File: src/rtl/mips_pkg.sv
// Shared definitions for the MIPS core front end: reset defaults, bubble word,
// PC step and the fetch FSM encoding.
package mips_pkg;

    localparam logic [31:0] RESET_PC_DEFAULT  = 32'h0000_0000;
    localparam logic [31:0] NOP_INSTR_DEFAULT = 32'h0000_0000;
    localparam logic [31:0] PC_INCR           = 32'd4;

    typedef logic [1:0] fetch_state_t;

    localparam fetch_state_t ST_IDLE = 2'd0;
    localparam fetch_state_t ST_REQ  = 2'd1;
    localparam fetch_state_t ST_HOLD = 2'd2;

endpackage

File: src/rtl/if_fetch_unit.sv
// Instruction-fetch stage: owns the PC, fetches over a req/ready handshake and
// writes {PC+4, instruction} into IF/ID, honouring stall and branch/jump redirects.
module if_fetch_unit
    import mips_pkg::*;
#(
    parameter logic [31:0] RESET_PC  = RESET_PC_DEFAULT,
    parameter logic [31:0] NOP_INSTR = NOP_INSTR_DEFAULT
) (
    input  logic        clk,
    input  logic        rst_n,
    input  logic        stall,
    input  logic        branch_taken,
    input  logic [31:0] branch_target,
    input  logic        jump,
    input  logic [31:0] jump_target,
    output logic        imem_req,
    output logic [31:0] imem_addr,
    input  logic        imem_ready,
    input  logic [31:0] imem_rdata,
    output logic [31:0] PC_out,
    output logic [31:0] instruction_out,
    output logic        fetch_valid
);

    // Handshake: imem_req is valid, imem_ready completes it; a transfer happens on
    // any cycle with imem_req & imem_ready, and imem_addr is frozen while req waits.
    fetch_state_t state_q, state_d;
    logic [31:0]  pc_q, pc_d;
    logic [31:0]  req_addr_q, req_addr_d;
    logic [31:0]  pc_out_q, pc_out_d;
    logic [31:0]  instr_q, instr_d;
    logic         valid_q, valid_d;
    logic         drop_pending_q, drop_pending_d;
    logic         skid_valid_q, skid_valid_d;
    logic [31:0]  skid_pc_q, skid_pc_d;
    logic [31:0]  skid_instr_q, skid_instr_d;

    logic         redirect;
    logic [31:0]  target;
    logic         complete;
    logic [31:0]  next_addr;

    assign redirect  = branch_taken | jump;
    assign target    = (branch_taken ? branch_target : jump_target) & 32'hFFFF_FFFC;
    assign imem_req  = (state_q == ST_REQ);
    assign imem_addr = req_addr_q;
    assign complete  = imem_req & imem_ready;
    assign next_addr = req_addr_q + PC_INCR;

    always_comb begin
        state_d        = state_q;
        pc_d           = pc_q;
        req_addr_d     = req_addr_q;
        pc_out_d       = pc_out_q;
        instr_d        = instr_q;
        valid_d        = valid_q;
        drop_pending_d = drop_pending_q;
        skid_valid_d   = skid_valid_q;
        skid_pc_d      = skid_pc_q;
        skid_instr_d   = skid_instr_q;

        // A redirect always flushes the IF/ID slot, even under stall.
        if (redirect) begin
            pc_d    = target;
            instr_d = NOP_INSTR;
            valid_d = 1'b0;
        end

        case (state_q)
            ST_IDLE: begin
                state_d    = ST_REQ;
                req_addr_d = redirect ? target : pc_q;
            end
            ST_REQ: begin
                if (complete && drop_pending_q) begin
                    drop_pending_d = 1'b0;
                    req_addr_d     = redirect ? target : pc_q;
                    if (!redirect && !stall) begin
                        instr_d = NOP_INSTR;
                        valid_d = 1'b0;
                    end
                end else if (complete && redirect) begin
                    req_addr_d = target;
                end else if (complete && stall) begin
                    skid_valid_d = 1'b1;
                    skid_pc_d    = next_addr;
                    skid_instr_d = imem_rdata;
                    state_d      = ST_HOLD;
                end else if (complete) begin
                    pc_out_d   = next_addr;
                    instr_d    = imem_rdata;
                    valid_d    = 1'b1;
                    pc_d       = next_addr;
                    req_addr_d = next_addr;
                end else if (redirect) begin
                    // Outstanding request must finish at its original address.
                    drop_pending_d = 1'b1;
                end else if (!stall) begin
                    instr_d = NOP_INSTR;
                    valid_d = 1'b0;
                end
            end
            ST_HOLD: begin
                if (redirect) begin
                    req_addr_d   = target;
                    skid_valid_d = 1'b0;
                    state_d      = ST_REQ;
                end else if (!stall && skid_valid_q) begin
                    pc_out_d     = skid_pc_q;
                    instr_d      = skid_instr_q;
                    valid_d      = 1'b1;
                    pc_d         = skid_pc_q;
                    req_addr_d   = skid_pc_q;
                    skid_valid_d = 1'b0;
                    state_d      = ST_REQ;
                end
            end
            default: begin
                state_d = ST_IDLE;
            end
        endcase
    end

    always_ff @(posedge clk or negedge rst_n) begin
        if (!rst_n) begin
            state_q        <= ST_IDLE;
            pc_q           <= RESET_PC;
            req_addr_q     <= RESET_PC;
            pc_out_q       <= 32'h0000_0000;
            instr_q        <= NOP_INSTR;
            valid_q        <= 1'b0;
            drop_pending_q <= 1'b0;
            skid_valid_q   <= 1'b0;
            skid_pc_q      <= 32'h0000_0000;
            skid_instr_q   <= NOP_INSTR;
        end else begin
            state_q        <= state_d;
            pc_q           <= pc_d;
            req_addr_q     <= req_addr_d;
            pc_out_q       <= pc_out_d;
            instr_q        <= instr_d;
            valid_q        <= valid_d;
            drop_pending_q <= drop_pending_d;
            skid_valid_q   <= skid_valid_d;
            skid_pc_q      <= skid_pc_d;
            skid_instr_q   <= skid_instr_d;
        end
    end

    assign PC_out          = pc_out_q;
    assign instruction_out = instr_q;
    assign fetch_valid     = valid_q;

endmodule
File: config.mk
export PLATFORM = sky130hd
export DESIGN_NAME = if_fetch_unit
export DESIGN_NICKNAME = d
export VERILOG_FILES = /design/src/rtl/mips_pkg.sv /design/src/rtl/if_fetch_unit.sv
export SDC_FILE = /design/constraint.sdc
export NUM_CORES = 1
export LEC_CHECK = 0
export BUFFER_PORTS_ARGS = -buffer_cell sky130_fd_sc_hd__buf_4
export CORE_ASPECT_RATIO = 1.4
export CORE_MARGIN = 4
export CORE_UTILIZATION = 50
export CTS_CLUSTER_DIAMETER = 80
export DETAILED_ROUTE_END_ITERATION = 6
export PLACE_DENSITY = 0.78
export SYNTH_ARGS = -nofsm -noshare
export SYNTH_HDL_FRONTEND = slang
export SYNTH_SLANG_ARGS = --single-unit
File: constraint.sdc
create_clock -name clk -period 3.72 [get_ports clk]
set_input_delay 0.372 -clock clk [delete_from_list [all_inputs] [get_ports clk]]
set_output_delay 0.372 -clock clk [all_outputs]
set_load 0.03 [all_outputs]
==> results.txt <==
The number of placed instances, taps included is 1887. In this run, the number of DRC markers left after iteration 0 of detailed routing was 1578. The logs give 84 for the number of distinct standard cells referenced by the synthesized netlist and 0 for the number of gates resized after cts. The signal on the critical path passes through inv_1 -> ha_1 -> o311a_1 -> nor2_1 -> buf_4 -> nor2_1 -> o311ai_0 -> o311ai_0.

Synthesis produced a netlist whose cell count is 1465. STA classifies the critical path startpoint as a register. The effective utilization at floorplan was 0.507; the non-filler instance count after layout was 1920. Summing over every cut layer, the via total after detailed routing is 12682. At the end of routability-driven placement, the weighted congestion stood at 0.968.

The relative slew slack is 0.392, and the sequential element share of the synthesized area is 0.407. The tools report the HPWL after detailed placement as 29.3 mm. The slowest stage of the critical path is the sky130_fd_sc_hd__o311a_1 cell. Setup repair after global routing left no endpoint under its margin. The overall track demand over capacity in global routing is 0.319, and the highest cell delay on the worst timing path is 660 ps. In this run the tool buffered the top-level ports with 195 buffer cells. The logs give 0 for the total setup buffers inserted after CTS and 0 for the number of remaining DRC errors. The final cell utilization of the core is 0.606. The share of the clock period used by the worst path was 0.820. TritonCTS built the clock tree. Final-report setup violation count: 0. After detailed routing, the total wire length is 43.5 mm.

The total iterations of the first detailed-routing run is 7. The number of enable flip-flop cells after synthesis is 0, and the max capacitance violation total is 0. IR analysis of the VDD net gives a maximum drop of 0.522 mV. Counting along the longest clock path gives a buffer depth of 2. The startpoint-to-endpoint class of the critical path was reg2reg.

The tools report the number of hold-slack violations in the final timing report as 0. In this run the power density over the cells is 843 mW/mm². Among all flip-flop cells after synthesis, the most frequent one is sky130_fd_sc_hd__dfrtp_1. The logs give 197 for the number of sinks on the clock net and 17 for the total clock buffers created by CTS.

The peak clock frequency supported by timing is 0.328 GHz, and the largest fanout of any net on the critical path is 15. The die is 140 µm wide. After clock tree synthesis, the clock-pin slew on the worst setup and hold paths is 80 ps.

The leakage power of the design was 6.40 nW; the synthesis-stage register bit count was 197. Counting every net in the synthesized netlist gives 1573. In the final design database the tool counted 1705 nets.

The logs give 460 ps for the clock latency of the later-clocked register in the worst-skew pair and 0 for the number of warnings printed during yosys synthesis. Dividing the synthesized area by the synthesized cell count gives 8.27 µm². The time the final worst path needs with I/O delays and setup works out to 3050 ps. Classification of the worst-slack hold path: in2reg. STA classifies the critical path endpoint as a register. For this design the top-level I/O count stands at 200. The biggest area contributor in the post-synthesis netlist is sky130_fd_sc_hd__dfrtp_1. Final max-slew violation count: 0.

Sorting the synthesized cells by area gives the leading types as sky130_fd_sc_hd__dfrtp_1 (41%), sky130_fd_sc_hd__nand2_1 (8.4%), sky130_fd_sc_hd__o21ai_0 (5.4%). After global routing the overflow that remains totals 0. The most common cell after layout, fill and taps aside was sky130_fd_sc_hd__nand2_1. The growth of design area from synthesis to finish was 19.6%; the post-detailed-route via-to-cell ratio was 6.61. The cell area that synthesis handed to floorplanning was 0.0121 mm². The site row count was 67; the area enclosed by the die boundary was 0.0268 mm². The wire length of the first global-routing pass is 68.1 mm, and the share of async-settable or async-resettable flops after synthesis is 1.00. The top cell types in the final layout, fill and taps aside, are sky130_fd_sc_hd__nand2_1 (270), sky130_fd_sc_hd__buf_4 (234), sky130_fd_sc_hd__dfrtp_1 (197). The measured slew at the worst slew-check pin was 910 ps.

The root buffer cell chosen for the clock tree is sky130_fd_sc_hd__clkbuf_16. STA puts the critical path data required time at 4060 ps. The hold-fix buffer count after cts is 1. The tools report the number of antenna violations at the first check in global routing as 0. In the final timing run, aggregate negative setup slack is 0 ps. The number of global-route vias before repair was 12484; the arrival time at the worst endpoint was 3390 ps. The run gives 4 as the level count of the clock H-tree.

The die boundary height works out to 192 µm. The largest clock skew in the final design was 17.3 ps; the ratio of cells with drive above 1 in the final layout was 0.196. Dividing the detail-routed wire length by the instance count gives 22.7 µm.

The run gives 669 ps as the final setup slack of the worst path. The top-area cell type share of the netlist area was 0.407. The run finished with clean final reports. The pin count of the biggest net entering global routing was 90; the total power of the final layout was 12.2 mW. The tools report the number of inserted diodes as 0. The logs give 797 ps for the pre-CTS worst setup slack and 0 for the post-route antenna net violation count. The total area inside the core boundary comes to 0.0239 mm².
-- power by group --
part           internal [mW]  switching, mW  total (mW)  leakage, nW
combinational           2.35           4.11        6.46         3.55
clock                   1.04          0.976        2.01        0.312
sequential              2.92          0.821        3.74         2.54
total                   6.31           5.91        12.2         6.40
-- synthesized netlist by cell type, drive strengths merged, types with 10 or more instances --
cell type  instances
o21ai            132
o22a              10
o2bb2ai           13
nor3              34
o211ai            26
mux2i             13
and2              10
dfrtp            197
xnor2             15
nand3             49
o22ai             19
a22oi             36
a2bb2oi           32
o31ai             10
nand2b            27
a211oi            12
clkbuf            87
inv               17
o311ai            12
o221ai            11
nand4             15
nand2            272
nor2b             16
nor2             122
buf               39
mux2              17
a21oi             42
and3              10
a31oi             18
-- per-stage QoR --
step	hold WS, ps	cell area (µm²)
after global placement	445	13800
final	108	14500
after CTS	103	14500
after global routing	109	14500
after floorplan	76.4	12100
after detailed placement	443	13800
-- layout make-up --
type,instances,area (µm²)
Sequential cell,197,4930
Fill cell,2097,9400
Tap cell,310,388
Timing Repair Buffer,239,1840
Multi-Input combinational cell,1124,6620
Clock buffer,17,425
Clock inverter,15,215
Inverter,18,67.6
-- critical path, delay by kind of cell, from the launching register on --
kind / cells / cell delay [ps]
flip-flops: 1 / 420
AND/OR/NAND/NOR: 2 / 620
adder cells (fa/ha/maj): 1 / 500
AO/OA/AOI/OAI: 3 / 1070
buffers and inverters: 2 / 310
-- cells by family (layout without fill, tap and decap cells) --
family | count (synthesis) | after routing | share of synthesized area
compound gates | 464 | 464 | 0.266
buf+inv | 144 | 289 | 0.0485
mux | 30 | 30 | 0.0265
xor+xnor | 19 | 19 | 0.0137
simple gates | 605 | 605 | 0.232
flops | 197 | 197 | 0.407
fa+ha+maj | 6 | 6 | 0.00619
-- worst paths after layout --
check / startpoint / slack, ps / endpoint / cells after the start
worst max-delay path: state_q[1] / 670 / imem_addr[19] / 8
worst min-delay path: imem_rdata[18] / 110 / skid_instr_q[18] / 3
worst max register to register: state_q[1] / 670 / imem_addr[19] / 8
worst min register to register: skid_instr_q[17] / 480 / skid_instr_q[17] / 2
max in group asynchronous: rst_n / 2220 / PC_out[1] / 3
min in group asynchronous: rst_n / 510 / PC_out[8] / 2
-- metal layers --
layer	vias up	GRT usage	routed length, µm	part of all wire
met5	-	0	0	0
met4	0	0.194	2960	0.068
met3	219	0.0857	5050	0.12
met2	871	0.517	20100	0.46
met1	5984	0.379	15400	0.35
li1	5608	-	-	-
-- sequential cells by signal, indices dropped and copies added, names as in the netlist --
register / cells
skid_pc_q: 32
drop_pending_q: 1
pc_q: 32
fetch_valid: 1
imem_addr: 32
instruction_out: 32
skid_instr_q: 32
state_q: 2
skid_valid_q: 1
PC_out: 32
No activity file was read; power rests on OpenSTA's default activity.
